## src/rtl/uart_rx_fifo.sv

```systemverilog
// uart_rx_fifo: UART receiver with configurable framing, sticky error flags and a
// show-ahead receive FIFO.
//
// Optional build macro:
//   UART_RX_GLITCH_FILTER_EN - majority-vote the synchronised line over three
//                              consecutive samples. This rejects single-cycle pulses
//                              and adds one cycle to every latency.
//
// Decision timing: each bit is sampled at its mid-point. The accept/discard decision
// for a frame is taken at the mid-point of its last stop bit, so the receiver is
// ready for the next start bit half a bit early.

module uart_rx_fifo #(
  parameter int unsigned CLK_HZ    = 25000000,
  parameter int unsigned BAUD      = 115200,
  parameter int unsigned DATA_BITS = 8,
  parameter int unsigned PARITY    = 0,
  parameter int unsigned STOP_BITS = 1,
  parameter int unsigned DEPTH     = 16
) (
  input  logic                       clk,
  input  logic                       rst,
  input  logic                       rx,
  input  logic                       rd_en,
  output logic [DATA_BITS-1:0]       rd_data,
  output logic                       empty,
  output logic                       full,
  output logic [$clog2(DEPTH):0]     count,
  output logic                       frame_err,
  output logic                       parity_err,
  output logic                       overrun,
  input  logic                       clr_err
);

  localparam int unsigned DIV   = (CLK_HZ + BAUD / 2) / BAUD;
  localparam int unsigned CntW  = $clog2(DIV);
  localparam int unsigned AddrW = $clog2(DEPTH);

  localparam logic [CntW-1:0]  CntMax   = CntW'(DIV - 1);
  // Preload so that the first tick lands DIV/2 cycles after the start edge.
  localparam logic [CntW-1:0]  CntLoad  = CntW'(DIV - DIV / 2);
  localparam logic [3:0]       DataLast = 4'(DATA_BITS - 1);
  localparam logic [3:0]       StopLast = 4'(STOP_BITS - 1);
  localparam logic [AddrW:0]   CntFull  = {1'b1, {AddrW{1'b0}}};
  localparam logic [AddrW:0]   CntOne   = {{AddrW{1'b0}}, 1'b1};

  typedef enum logic [2:0] {
    StIdle,
    StStart,
    StData,
    StParity,
    StStop,
    StBreak
  } state_e;

  // ---------------------------------------------------------------------------
  // Input conditioning
  // ---------------------------------------------------------------------------
  logic [1:0] sync_q;
  logic       rx_line;

  // Two-flop synchroniser; resets to the idle (high) line level.
  always_ff @(posedge clk) begin
    if (rst) begin
      sync_q <= 2'b11;
    end else begin
      sync_q <= {sync_q[0], rx};
    end
  end

`ifdef UART_RX_GLITCH_FILTER_EN
  logic [1:0] filt_q;

  // History of the two previous synchronised samples for the majority window.
  always_ff @(posedge clk) begin
    if (rst) begin
      filt_q <= 2'b11;
    end else begin
      filt_q <= {filt_q[0], sync_q[1]};
    end
  end

  // Majority of the current sample and the two before it: a one-cycle pulse
  // never wins, a real edge gets through one cycle later.
  assign rx_line = (sync_q[1] & filt_q[0]) | (sync_q[1] & filt_q[1]) |
                   (filt_q[0] & filt_q[1]);
`else
  assign rx_line = sync_q[1];
`endif

  // ---------------------------------------------------------------------------
  // Receive FSM
  // ---------------------------------------------------------------------------
  state_e                 state_q, state_d;
  logic [CntW-1:0]        cnt_q, cnt_d;
  logic [3:0]             bit_q, bit_d;
  logic [DATA_BITS-1:0]   shift_q, shift_d;
  logic                   par_q, par_d;
  logic                   par_bad_q, par_bad_d;
  logic                   tick;
  logic                   push;
  logic                   frame_ev;
  logic                   parity_ev;

  assign tick = (cnt_q == CntMax);

  // FSM and datapath registers.
  always_ff @(posedge clk) begin
    if (rst) begin
      state_q   <= StIdle;
      cnt_q     <= '0;
      bit_q     <= '0;
      shift_q   <= '0;
      par_q     <= 1'b0;
      par_bad_q <= 1'b0;
    end else begin
      state_q   <= state_d;
      cnt_q     <= cnt_d;
      bit_q     <= bit_d;
      shift_q   <= shift_d;
      par_q     <= par_d;
      par_bad_q <= par_bad_d;
    end
  end

  // Next-state, bit sampling and frame decision.
  always_comb begin
    state_d   = state_q;
    cnt_d     = tick ? '0 : cnt_q + 1'b1;
    bit_d     = bit_q;
    shift_d   = shift_q;
    par_d     = par_q;
    par_bad_d = par_bad_q;
    push      = 1'b0;
    frame_ev  = 1'b0;
    parity_ev = 1'b0;

    case (state_q)
      StIdle: begin
        cnt_d = '0;
        if (!rx_line) begin
          state_d = StStart;
          cnt_d   = CntLoad;
        end
      end

      StStart: begin
        if (tick) begin
          if (rx_line) begin
            // Line back high at mid-bit: treat as noise.
            state_d = StIdle;
          end else begin
            state_d   = StData;
            bit_d     = '0;
            par_d     = 1'b0;
            par_bad_d = 1'b0;
          end
        end
      end

      StData: begin
        if (tick) begin
          shift_d = {rx_line, shift_q[DATA_BITS-1:1]};
          par_d   = par_q ^ rx_line;
          if (bit_q == DataLast) begin
            bit_d   = '0;
            state_d = (PARITY != 0) ? StParity : StStop;
          end else begin
            bit_d = bit_q + 4'd1;
          end
        end
      end

      StParity: begin
        if (tick) begin
          state_d = StStop;
          // Odd parity wants an overall XOR of 1, even parity wants 0.
          if (PARITY == 1) begin
            par_bad_d = ~(par_q ^ rx_line);
          end else begin
            par_bad_d = par_q ^ rx_line;
          end
        end
      end

      StStop: begin
        if (tick) begin
          if (!rx_line) begin
            frame_ev = 1'b1;
            state_d  = StBreak;
          end else if (bit_q == StopLast) begin
            state_d = StIdle;
            if (par_bad_q) begin
              parity_ev = 1'b1;
            end else begin
              push = 1'b1;
            end
          end else begin
            bit_d = bit_q + 4'd1;
          end
        end
      end

      StBreak: begin
        // Hold off until the line recovers so a long low is not read as a start bit.
        cnt_d = '0;
        if (rx_line) begin
          state_d = StIdle;
        end
      end

      default: begin
        state_d = StIdle;
        cnt_d   = '0;
      end
    endcase
  end

  // ---------------------------------------------------------------------------
  // Receive FIFO
  // ---------------------------------------------------------------------------
  logic [DATA_BITS-1:0] mem_q [DEPTH];
  logic [AddrW-1:0]     wr_ptr_q, wr_ptr_d;
  logic [AddrW-1:0]     rd_ptr_q, rd_ptr_d;
  logic [AddrW:0]       count_q, count_d;
  logic                 empty_q, empty_d;
  logic                 full_q, full_d;
  logic [DATA_BITS-1:0] rd_data_q, rd_data_d;
  logic                 pop;
  logic                 do_push;
  logic                 overrun_ev;

  assign pop        = rd_en & ~empty_q;
  // A full FIFO still accepts a push when a pop frees a slot in the same cycle.
  assign do_push    = push & (~full_q | pop);
  assign overrun_ev = push & full_q & ~pop;

  // Pointer, occupancy and registered head-word update.
  always_comb begin
    wr_ptr_d  = do_push ? wr_ptr_q + 1'b1 : wr_ptr_q;
    rd_ptr_d  = pop ? rd_ptr_q + 1'b1 : rd_ptr_q;
    count_d   = count_q;
    rd_data_d = rd_data_q;

    if (do_push && !pop) begin
      count_d = count_q + 1'b1;
    end else if (pop && !do_push) begin
      count_d = count_q - 1'b1;
    end

    empty_d = (count_d == '0);
    full_d  = (count_d == CntFull);

    // When nothing older remains after this cycle's pop, the new head is the word
    // being pushed now, which is not yet in the array.
    if (empty_q || (pop && (count_q == CntOne))) begin
      if (do_push) begin
        rd_data_d = shift_q;
      end
    end else begin
      rd_data_d = mem_q[rd_ptr_d];
    end
  end

  // FIFO control registers.
  always_ff @(posedge clk) begin
    if (rst) begin
      wr_ptr_q  <= '0;
      rd_ptr_q  <= '0;
      count_q   <= '0;
      empty_q   <= 1'b1;
      full_q    <= 1'b0;
      rd_data_q <= '0;
    end else begin
      wr_ptr_q  <= wr_ptr_d;
      rd_ptr_q  <= rd_ptr_d;
      count_q   <= count_d;
      empty_q   <= empty_d;
      full_q    <= full_d;
      rd_data_q <= rd_data_d;
    end
  end

  // Storage array; contents are qualified by the pointers, so no reset.
  always_ff @(posedge clk) begin
    if (do_push) begin
      mem_q[wr_ptr_q] <= shift_q;
    end
  end

  // ---------------------------------------------------------------------------
  // Sticky error flags
  // ---------------------------------------------------------------------------
  logic frame_err_q, parity_err_q, overrun_q;

  // A new event wins over a coincident clear.
  always_ff @(posedge clk) begin
    if (rst) begin
      frame_err_q  <= 1'b0;
      parity_err_q <= 1'b0;
      overrun_q    <= 1'b0;
    end else begin
      frame_err_q  <= (frame_err_q & ~clr_err) | frame_ev;
      parity_err_q <= (parity_err_q & ~clr_err) | parity_ev;
      overrun_q    <= (overrun_q & ~clr_err) | overrun_ev;
    end
  end

  assign rd_data    = rd_data_q;
  assign empty      = empty_q;
  assign full       = full_q;
  assign count      = count_q;
  assign frame_err  = frame_err_q;
  assign parity_err = parity_err_q;
  assign overrun    = overrun_q;

endmodule

```

## config.mk

```make
export PLATFORM = sky130hd
export DESIGN_NAME = uart_rx_fifo
export DESIGN_NICKNAME = d
export VERILOG_FILES = /design/src/rtl/uart_rx_fifo.sv
export SDC_FILE = /design/constraint.sdc
export NUM_CORES = 1
export LEC_CHECK = 0
export CAP_MARGIN = 20
export CORE_ASPECT_RATIO = 2
export CORE_MARGIN = 10
export CORE_UTILIZATION = 65
export CTS_BUF_LIST = sky130_fd_sc_hd__clkbuf_8
export DETAILED_ROUTE_END_ITERATION = 10
export PLACE_DENSITY = 0.9
export SYNTH_ARGS = -nofsm -noshare
export SYNTH_HDL_FRONTEND = slang
export SYNTH_SLANG_ARGS = --single-unit
```

## constraint.sdc

```tcl
create_clock -name clk -period 7.3 [get_ports clk]
set_clock_uncertainty 0.15 [all_clocks]
set_input_delay 2.19 -clock clk [delete_from_list [all_inputs] [get_ports clk]]
set_output_delay 2.19 -clock clk [all_outputs]
set_load 0.02 [all_outputs]
```

==> results.sh, run 1 <==
export IMPL_initialDrtViolationCount=656
export IMPL_grt_use_met3_pct=4.92
export IMPL_ir_drop_mv=0.237
export IMPL_die_w_um=97.2
export IMPL_gp_congestion=0.950
export IMPL_synth_largest_area_cell="sky130_fd_sc_hd__edfxtp_1"
export IMPL_detailroute_via_count=5365
export IMPL_synth_distinct_cells=63
export IMPL_mappedNetlistArea_mm2=0.00774
export IMPL_cts_repair_resize_count=0
export IMPL_route_detailed_vias_per_inst=6.49
export IMPL_power_static_leakage_nw=2.88
export IMPL_critPathRequiredTime_ns=7.23
export IMPL_grt_pass1_wl_mm=29.5
export IMPL_rsz0062_at_grt="no"
export IMPL_top_cells_by_area_synth="sky130_fd_sc_hd__edfxtp_1 (50%), sky130_fd_sc_hd__dfxtp_1 (14%), sky130_fd_sc_hd__nand2_1 (5.6%), sky130_fd_sc_hd__mux2i_1 (3.9%), sky130_fd_sc_hd__nand3_1 (2.7%)"
export IMPL_hold_path_class="reg2reg"
export IMPL_ant_nets=0
export IMPL_tns_ns=0
export IMPL_worst_slew_pin_transition_ns=0.995
export IMPL_critical_path_startpoint_type="input port"
export IMPL_timing_critical_path_fanout_max=23
export IMPL_final_hold_viol_count=0
export IMPL_core_rowCount=56
export IMPL_seqCellArea_mm2=0.00490
export IMPL_multi_input_area_mm2=0.00262
export IMPL_fraction_of_layout_cells_with_a_size_suffix_above_1_pct=10.3
export IMPL_synth_edf_count=128
export IMPL_slew_violations=0
export IMPL_floorplan_die_area_mm2=0.0169
export IMPL_fin_area_mm2=0.00843
export IMPL_design_portCount=23
export IMPL_holdBufCountCts=0
export IMPL_cts_buffers_inserted=17
export IMPL_detailedRoute_firstPassIterationCount=7
export IMPL_syn_area_per_cell_um2=11.9
export IMPL_design_final_nets=686
export IMPL_synth_ff_latch_count=181
export IMPL_yosys_warnings=0
export IMPL_met2_usage_in_global_routing_pct=40.3
export IMPL_ys_flop_type="sky130_fd_sc_hd__edfxtp_1"
export IMPL_hpwlAfterDp_mm=12.7
export IMPL_port_buffers=22
export IMPL_period_needed_ns=4.66
export IMPL_cts_max_level=4
export IMPL_grt_busiest_layer="met2"
export IMPL_maxSlewHeadroom_pct=33.2
export IMPL_timing_setup_critical_path_class="in2reg"
export IMPL_pin_count_of_the_biggest_net_entering_global_routing=49
export IMPL_post_cts_setup_buffers=0
export IMPL_gr_total_overflow=0
export IMPL_diodes=0
export IMPL_synth_async_reset_ratio_pct=0
export IMPL_clkLatencyLatePin_ns=0.46
export IMPL_clock_tree_from_tritoncts="yes"
export IMPL_maxCapViolCount=0
export IMPL_synth_seq_area_share_pct=63.4
export IMPL_route_final_wire_length_mm=18.8
export IMPL_finalSetupViolCount=0
export IMPL_cts_root_to_sink_buffers=2
export IMPL_gate_count_post_synth=652
export IMPL_power_density_mw_per_mm2=290
export IMPL_fillerInstances=765
export IMPL_mappedNetlistNets=669
export IMPL_per_cell_routed_wire_length_um=22.8
export IMPL_netlist_area_leader_share_pct=49.7
export IMPL_syn2layout_area_growth_pct=8.89
export IMPL_critical_path_endpoint_type="register"
export IMPL_cts_root_buf="sky130_fd_sc_hd__clkbuf_8"
export IMPL_min_period_over_period_pct=63.9
export IMPL_status="completed"
export IMPL_global_route_usage_total_pct=22.3
export IMPL_vias_in_the_first_global_route=5467
export IMPL_postPlaceCellArea_mm2=0.00802
export IMPL_initial_utilization_pct=66.1
export IMPL_die_h_um=174
export IMPL_cts_sink_count=181
export IMPL_core_mm2=0.0117
export IMPL_drcViolationCount=0
export IMPL_initial_antenna_violation_count=0
export IMPL_critical_path_arrival_ns=4.59
export IMPL_cts_clk_slew_worst_paths_ns=0.10
export IMPL_use_met1_pct=21.3
export IMPL_fmaxAchievable_ghz=0.214
[power by group]
group	switching [W]	leakage (nW)	total, W	internal (W)
combinational	0.000407	1.08	0.000646	0.000239
sequential	0.0000487	1.62	0.00117	0.00112
clock	0.000380	0.184	0.000629	0.000249
total	0.000836	2.88	0.00244	0.00161
[worst max-delay path, cell delays in order]
cell                              delay [ns]
sky130_fd_sc_hd__clkdlybuf4s50_1        0.55
sky130_fd_sc_hd__nand2b_4               0.14
sky130_fd_sc_hd__a21boi_4               0.61
sky130_fd_sc_hd__nand2_1                0.27
sky130_fd_sc_hd__nor3_1                 0.82
[layer usage]
layer / up-vias / share of wire [%] / wire [µm]
li1: 2397 / - / -
met1: 2543 / 32 / 6110
met2: 324 / 54 / 10100
met3: 101 / 6.7 / 1270
met4: 0 / 7.0 / 1330
met5: - / 0 / 0
[layout make-up]
class	instances	area share (%)
clock buffers	17	2.78
clock inverters	15	1.71
flip-flops and latches	181	58.2
repair buffers	33	3.59
multi-input cells	424	31.0
well taps	145	2.15
inverters	12	0.534
[sequential cells by signal (all words and copies together) (netlist names), 2 cells and up]
register and flops:
sync_q 2, state_q 3, count 5, cnt_q 8, rd_data 8, wr_ptr_q 4, shift_q 8, rd_ptr_q 4
bit_q 4, mem_q 128
[through the flow]
step	setup slack [ns]	cells	total power, W	util (%)	hold slack, ns
final	2.64	827	0.00244	72.0	0.272
after global routing	2.51	827	0.00254	72.0	0.279
after CTS	2.59	824	0.00243	71.8	0.264
after detailed placement	2.11	792	0.00182	68.6	0.248
after global placement	1.92	788	0.00179	68.3	0.256
after floorplan	3.25	652	0.00160	-	0.239
[layout by cell type, fill, tap and decap left out, types with 12 or more instances in the layout]
cell type and n:
sky130_fd_sc_hd__a32oi_1 16, sky130_fd_sc_hd__clkbuf_8 17, sky130_fd_sc_hd__clkdlybuf4s50_1 21, sky130_fd_sc_hd__nand3_1 41, sky130_fd_sc_hd__inv_1 12, sky130_fd_sc_hd__a31oi_1 17
sky130_fd_sc_hd__edfxtp_1 128, sky130_fd_sc_hd__mux2i_1 30, sky130_fd_sc_hd__nand2_1 116, sky130_fd_sc_hd__dfxtp_1 53, sky130_fd_sc_hd__nor2_1 47, sky130_fd_sc_hd__a21oi_1 14
sky130_fd_sc_hd__ha_1 12
[logic make-up after synthesis]
logic type               Yosys count  share of synthesized area, %
flip-flops                       181                          63.4
adder cells (fa/ha/maj)           12                          1.94
AND/OR/NAND/NOR                  276                          17.5
AO/OA/AOI/OAI                     85                          7.74
multiplexers                      30                          3.88
XOR/XNOR                          21                          2.47
buffers and inverters             47                          3.09
[path summary, 6_finish.rpt]
| check | endpoint | slack [ns] | startpoint | depth (start not counted) |
|---|---|---|---|---|
| setup / recovery | mem_q[0][0]$_DFFE_PP_ | 2.64 | rd_en | 5 |
| hold / removal | sync_q[1]$_SDFF_PP1_ | 0.27 | sync_q[0]$_SDFF_PP1_ | 1 |
| setup reg to reg | mem_q[0][0]$_DFFE_PP_ | 3.61 | bit_q[0]$_SDFFE_PP0P_ | 8 |
| hold reg to reg | sync_q[1]$_SDFF_PP1_ | 0.27 | sync_q[0]$_SDFF_PP1_ | 1 |
[synthesized netlist by cell type (2+ instances only)]
library cell / number
sky130_fd_sc_hd__clkbuf_1: 17
sky130_fd_sc_hd__dfxtp_1: 53
sky130_fd_sc_hd__xor2_1: 11
sky130_fd_sc_hd__nor3_1: 11
sky130_fd_sc_hd__or3_1: 5
sky130_fd_sc_hd__nand3_1: 41
sky130_fd_sc_hd__mux2i_1: 30
sky130_fd_sc_hd__buf_2: 11
sky130_fd_sc_hd__xnor2_1: 9
sky130_fd_sc_hd__nor4_1: 7
sky130_fd_sc_hd__nand3b_1: 2
sky130_fd_sc_hd__a21o_1: 3
sky130_fd_sc_hd__edfxtp_1: 128
sky130_fd_sc_hd__a211oi_1: 9
sky130_fd_sc_hd__nand4_1: 2
sky130_fd_sc_hd__nor2_1: 47
sky130_fd_sc_hd__buf_1: 2
sky130_fd_sc_hd__nand2b_1: 10
sky130_fd_sc_hd__a32oi_1: 16
sky130_fd_sc_hd__o21ai_0: 11
sky130_fd_sc_hd__o21ai_1: 2
sky130_fd_sc_hd__nand2_1: 116
sky130_fd_sc_hd__nor2b_1: 6
sky130_fd_sc_hd__or2_2: 3
sky130_fd_sc_hd__ha_1: 12
sky130_fd_sc_hd__nor4_2: 5
sky130_fd_sc_hd__a21oi_1: 14
sky130_fd_sc_hd__a31oi_1: 17
sky130_fd_sc_hd__and2b_2: 4
sky130_fd_sc_hd__a31oi_2: 2
sky130_fd_sc_hd__and3_1: 3
sky130_fd_sc_hd__inv_1: 12
(Power assumes the default switching activity.)
==> inputs of run 2 (changes only) <==
CORE_UTILIZATION = 64   (was 65)
PLACE_DENSITY = 0.88   (was 0.9)
clock period = 4.4 ns   (was 7.3 ns; I/O delays follow)
==> run 2 against run 1 <==
Net effect:
- sequential share of layout area fell by 1.1 points
- critical path depth up 3
- core utilization is 1.0 points higher
- power increased by 70%
- non-clock buffer count up 15
- critical endpoint is now rd_data[0]$_SDFFE_PP0P_
- first-iteration DRC count fell by 13%
- sequential power grew 65%
- count of clock-buffer cells in the layout stayed put
==> results.sh, run 2 (synthesized netlist as in run 1, its figures left out) <==
export IMPL_cts_clk_slew_worst_paths_ns=0.09
export IMPL_critical_path_arrival_ns=3.87
export IMPL_period_needed_ns=3.67
export IMPL_vias_in_the_first_global_route=5483
export IMPL_place_worst_setup_slack_ns=0.293
export IMPL_cts_repair_resize_count=0
export IMPL_cts_root_to_sink_buffers=2
export IMPL_detailroute_via_count=5334
export IMPL_fraction_of_layout_cells_with_a_size_suffix_above_1_pct=12.2
export IMPL_net_switching_power_w=0.00129
export IMPL_clkLatencyLatePin_ns=0.46
export IMPL_hpwlAfterDp_mm=12.7
export IMPL_cts_buffers_inserted=17
export IMPL_core_mm2=0.0118
export IMPL_worst_slew_pin_transition_ns=0.976
export IMPL_design_final_nets=701
export IMPL_power_frac_comb_pct=25.7
export IMPL_maxSlewHeadroom_pct=34.6
export IMPL_critical_path_endpoint_type="register"
export IMPL_maxCapViolCount=0
export IMPL_status="completed"
export IMPL_gr_total_overflow=0
export IMPL_final_hold_worst_slack_ns=0.273
export IMPL_tns_ns=0
export IMPL_post_cts_setup_buffers=0
export IMPL_min_period_over_period_pct=83.5
export IMPL_fmaxAchievable_ghz=0.272
export IMPL_leading_cell_type_in_the_layout_fill_and_taps_excluded="sky130_fd_sc_hd__edfxtp_1"
export IMPL_initial_antenna_violation_count=0
export IMPL_detailedRoute_firstPassIterationCount=5
export IMPL_largest_register_ffs=128
export IMPL_initial_utilization_pct=65.8
export IMPL_per_cell_routed_wire_length_um=21.8
export IMPL_die_h_um=176
export IMPL_global_route_usage_total_pct=21.8
export IMPL_die_w_um=97.8
export IMPL_internal_power_w=0.00286
export IMPL_ir_drop_mv=0.403
export IMPL_clock_tree_from_tritoncts="yes"
export IMPL_power_static_leakage_nw=2.99
export IMPL_grt_pass1_wl_mm=29.3
export IMPL_pwr_share_seq_pct=46.5
export IMPL_netSwitchingFraction_pct=31.2
export IMPL_initialDrtViolationCount=572
export IMPL_route_final_wire_length_mm=18.4
export IMPL_critPathRequiredTime_ns=4.60
export IMPL_drcViolationCount=0
export IMPL_cts_root_buf="sky130_fd_sc_hd__clkbuf_8"
export IMPL_port_buffers=22
export IMPL_cts_sink_count=181
export IMPL_core_rowCount=56
export IMPL_final_worst_setup_slack_ns=0.726
export IMPL_finalSetupViolCount=0
export IMPL_finalPower_w=0.00415
export IMPL_most_common_layout_cells="sky130_fd_sc_hd__edfxtp_1 (128), sky130_fd_sc_hd__nand2_1 (116), sky130_fd_sc_hd__dfxtp_1 (53)"
export IMPL_final_hold_viol_count=0
export IMPL_top_register="mem_q"
export IMPL_cts_max_level=4
export IMPL_share_clk_of_total_power_pct=27.7
export IMPL_syn2layout_area_growth_pct=11.1
export IMPL_hold_path_class="reg2reg"
export IMPL_gp_congestion=0.993
export IMPL_critical_path_startpoint_type="input port"
export IMPL_timing_critical_path_fanout_max=14
export IMPL_route_detailed_vias_per_inst=6.33
export IMPL_pin_count_of_the_biggest_net_entering_global_routing=37
export IMPL_rsz0062_at_grt="no"
export IMPL_diodes=0
export IMPL_slew_violations=0
export IMPL_design_portCount=23
export IMPL_timing_setup_critical_path_class="in2reg"
export IMPL_ant_nets=0
export IMPL_floorplan_die_area_mm2=0.0172
export IMPL_power_density_mw_per_mm2=483
export IMPL_holdBufCountCts=0
## run 2: final cells by class
class / count / area [µm²]
clock buffer: 17 / 234
tap: 145 / 181
multi-input combinational: 424 / 2620
fill: 756 / 3180
timing repair buffer: 48 / 435
clock inverter: 15 / 179
inverter: 12 / 45.0
sequential: 181 / 4900
## run 2: metrics by stage
| step | area [µm²] | util, % | instances |
|---|---|---|---|
| 2_1_floorplan | 7740 | - | 652 |
| 3_3_place_gp | 8180 | 69.5 | 810 |
| 3_5_place_dp | 8180 | 69.5 | 810 |
| 4_1_cts | 8600 | 73.0 | 842 |
| 5_1_grt | 8600 | 73.0 | 842 |
| 6_report | 8600 | 73.0 | 842 |
## run 2: path summary, 6_finish.rpt
path	startpoint	end	slack (ns)	cells past startpoint
worst max-delay path	rd_en	rd_data[0]$_SDFFE_PP0P_	0.73	8
worst min-delay path	sync_q[0]$_SDFF_PP1_	sync_q[1]$_SDFF_PP1_	0.27	1
worst max register to register	bit_q[0]$_SDFFE_PP0P_	mem_q[3][1]$_DFFE_PP_	1.15	9
worst min register to register	sync_q[0]$_SDFF_PP1_	sync_q[1]$_SDFF_PP1_	0.27	1
## run 2: power groups by stage
stage               sequential [W]  combinational (W)  clock [W]
floorplan                  0.00201           0.000647          0
global placement           0.00197            0.00101          0
detailed placement         0.00197            0.00104          0
CTS                        0.00193            0.00106    0.00116
global route               0.00194            0.00116    0.00124
finish                     0.00193            0.00107    0.00115
## run 2: worst max-delay path, stage by stage
cell                              delay (ns)
sky130_fd_sc_hd__clkdlybuf4s50_1        0.49
sky130_fd_sc_hd__and2b_1                0.24
sky130_fd_sc_hd__xnor2_2                0.75
sky130_fd_sc_hd__buf_4                  0.30
sky130_fd_sc_hd__nand2_1                0.08
sky130_fd_sc_hd__a32oi_1                0.23
sky130_fd_sc_hd__a31oi_1                0.14
sky130_fd_sc_hd__nor4_1                 0.32
## run 2: metal layers
layer,part of all wire (%),routed length (µm),track usage [%],vias up
met1,33,6110,21.2,2562
met2,53,9770,38.7,260
met5,0,0,0,-
li1,-,-,-,2426
met3,5.6,1040,4.95,86
met4,7.9,1450,16.3,0
==> inputs of run 3 (changes only) <==
CORE_UTILIZATION = 57   (was 64)
PLACE_DENSITY = 0.84   (was 0.88)
clock period = 3.35 ns   (was 4.4 ns; I/O delays follow)
==> run 3 against run 2 <==
Net effect:
- combinational power increased by 36%
- critical path type is now reg2reg
- non-clock buffer count increased by 7
- hold slack improved by 0.0079 ns
- first-iteration DRC count decreased by 37%
- power increased by 31%
- core utilization decreased by 8.2 points
- sequential share of layout area decreased by 0.43 points
- cell area increased by 0.76%
- cell count increased by 2.0%
- die area increased by 10%
==> results.sh, run 3 (synthesized netlist as in run 1, its figures left out) <==
export IMPL_depth_of_the_worst_register_to_register_path=9
export IMPL_vias_in_the_first_global_route=5459
export IMPL_global_route_usage_total_pct=20.2
export IMPL_detailedRoute_firstPassIterationCount=5
export IMPL_die_w_um=102
export IMPL_critPathRequiredTime_ns=3.52
export IMPL_internal_power_w=0.00367
export IMPL_fraction_of_layout_cells_with_a_size_suffix_above_1_pct=13.1
export IMPL_rsz0062_at_grt="no"
export IMPL_cts_max_level=4
export IMPL_core_mm2=0.0134
export IMPL_core_rowCount=60
export IMPL_grt_pass1_wl_mm=29.0
export IMPL_hold_path_class="reg2reg"
export IMPL_cts_repair_resize_count=0
export IMPL_period_needed_ns=2.94
export IMPL_timing_critical_path_to="rd_data[7]$_SDFFE_PP0P_"
export IMPL_per_cell_routed_wire_length_um=21.3
export IMPL_largest_register_ffs=128
export IMPL_fmaxAchievable_ghz=0.340
export IMPL_reg2reg_to="rd_data[7]$_SDFFE_PP0P_"
export IMPL_timing_critical_path_fanout_max=13
export IMPL_status="completed"
export IMPL_route_detailed_vias_per_inst=6.29
export IMPL_rrSetupSlack_ns=0.41
export IMPL_cts_sink_count=181
export IMPL_cts_clk_slew_worst_paths_ns=0.11
export IMPL_leading_cell_type_in_the_layout_fill_and_taps_excluded="sky130_fd_sc_hd__edfxtp_1"
export IMPL_route_final_wire_length_mm=18.3
export IMPL_top_register="mem_q"
export IMPL_initial_utilization_pct=57.9
export IMPL_initialDrtViolationCount=362
export IMPL_critical_path_reg2reg_startpoint="bit_q[0]$_SDFFE_PP0P_"
export IMPL_fillerInstances=951
export IMPL_holdBufCountCts=0
export IMPL_hpwlAfterDp_mm=12.7
export IMPL_final_hold_worst_slack_ns=0.281
export IMPL_gr_total_overflow=0
export IMPL_ir_drop_mv=0.256
export IMPL_worst_slew_pin_transition_ns=0.846
export IMPL_design_portCount=23
export IMPL_min_period_over_period_pct=87.7
export IMPL_maxSlewHeadroom_pct=43.5
export IMPL_crit_path_start="bit_q[0]$_SDFFE_PP0P_"
export IMPL_most_common_layout_cells="sky130_fd_sc_hd__edfxtp_1 (128), sky130_fd_sc_hd__nand2_1 (116), sky130_fd_sc_hd__dfxtp_1 (53)"
export IMPL_power_density_mw_per_mm2=629
export IMPL_worstHoldPathCells=1
export IMPL_detailroute_via_count=5407
export IMPL_slew_violations=0
export IMPL_port_buffers=22
export IMPL_clock_tree_from_tritoncts="yes"
export IMPL_critical_path_endpoint_type="register"
export IMPL_critical_path_startpoint_type="register"
export IMPL_floorplan_die_area_mm2=0.0189
export IMPL_cts_buffers_inserted=17
export IMPL_die_h_um=185
export IMPL_gp_congestion=0.976
export IMPL_finalSetupViolCount=0
export IMPL_power_frac_comb_pct=26.6
export IMPL_post_place_cells=827
export IMPL_pwr_share_seq_pct=46.6
export IMPL_design_final_nets=708
export IMPL_clkLatencyLatePin_ns=0.47
export IMPL_power_static_leakage_nw=3.02
export IMPL_cts_root_buf="sky130_fd_sc_hd__clkbuf_8"
export IMPL_share_clk_of_total_power_pct=26.8
export IMPL_syn2layout_area_growth_pct=11.9
export IMPL_finalPower_w=0.00544
export IMPL_netSwitchingFraction_pct=32.6
export IMPL_final_hold_viol_count=0
export IMPL_pin_count_of_the_biggest_net_entering_global_routing=49
export IMPL_initial_antenna_violation_count=0
export IMPL_critical_path_arrival_ns=3.11
export IMPL_maxCapViolCount=0
export IMPL_drcViolationCount=0
export IMPL_timing_setup_critical_path_class="reg2reg"
export IMPL_net_switching_power_w=0.00178
export IMPL_cts_root_to_sink_buffers=2
export IMPL_ant_nets=0
export IMPL_diodes=0
export IMPL_final_instance_count_excl_fill=859
export IMPL_tns_ns=0
export IMPL_post_cts_setup_buffers=0
==> run 3: cell count changes in the layout (fill, tap and decap cells not counted), moves of 2 or more <==
cell / delta
sky130_fd_sc_hd__buf_12: +2
sky130_fd_sc_hd__bufinv_16: -2
sky130_fd_sc_hd__buf_4: +5
sky130_fd_sc_hd__inv_8: +4
sky130_fd_sc_hd__clkinv_2: -2
==> run 3: layout make-up <==
class	count	area, µm²	share of cell area (%)
inverter	12	45.0	0.520
tap	155	194	2.24
sequential	181	4900	56.6
multi-input combinational	424	2620	30.2
timing repair buffer	55	513	5.92
clock inverter	15	154	1.78
clock buffer	17	234	2.70
==> run 3: metrics by stage <==
step,util (%),area [µm²],setup WS (ns)
after global routing,64.8,8660,0.243
after CTS,64.8,8660,0.409
after detailed placement,61.9,8270,0.0156
after global placement,61.9,8270,0.107
after floorplan,-,7740,0.448
final,64.8,8660,0.412
==> run 3: worst min-delay path by stage <==
stage | from | to | slack, ns
after floorplan | sync_q[0]$_SDFF_PP1_ | sync_q[1]$_SDFF_PP1_ | 0.24
after global placement | sync_q[0]$_SDFF_PP1_ | sync_q[1]$_SDFF_PP1_ | 0.26
after detailed placement | sync_q[0]$_SDFF_PP1_ | sync_q[1]$_SDFF_PP1_ | 0.26
after CTS | sync_q[0]$_SDFF_PP1_ | sync_q[1]$_SDFF_PP1_ | 0.28
after global routing | sync_q[0]$_SDFF_PP1_ | sync_q[1]$_SDFF_PP1_ | 0.30
final | sync_q[0]$_SDFF_PP1_ | sync_q[1]$_SDFF_PP1_ | 0.28
==> run 3: power groups by stage <==
stage,logic (W),registers (W),clock network [W]
2_1_floorplan,0.000850,0.00264,0
3_3_place_gp,0.00138,0.00258,0
3_5_place_dp,0.00143,0.00258,0
4_1_cts,0.00144,0.00253,0.00146
5_1_grt,0.00155,0.00255,0.00156
6_report,0.00145,0.00254,0.00146
==> run 3: critical path, stage by stage, from the launching register on <==
cell and delay, ns:
sky130_fd_sc_hd__dfxtp_1 0.36, sky130_fd_sc_hd__inv_1 0.07, sky130_fd_sc_hd__ha_1 0.19, sky130_fd_sc_hd__or4b_1 0.49
sky130_fd_sc_hd__nor4_2 0.27, sky130_fd_sc_hd__a21boi_4 0.44, sky130_fd_sc_hd__buf_4 0.27, sky130_fd_sc_hd__and2b_2 0.24
sky130_fd_sc_hd__a211oi_1 0.20, sky130_fd_sc_hd__nor4_1 0.09
==> run 3: metal layers <==
metal  global-route usage, %  part of all wire (%)  up-vias
met5                       0                     0        -
met4                    13.6                   6.3        0
met3                    2.80                   5.0       68
met2                    36.9                    55      244
met1                    20.2                    34     2648
li1                        -                     -     2447
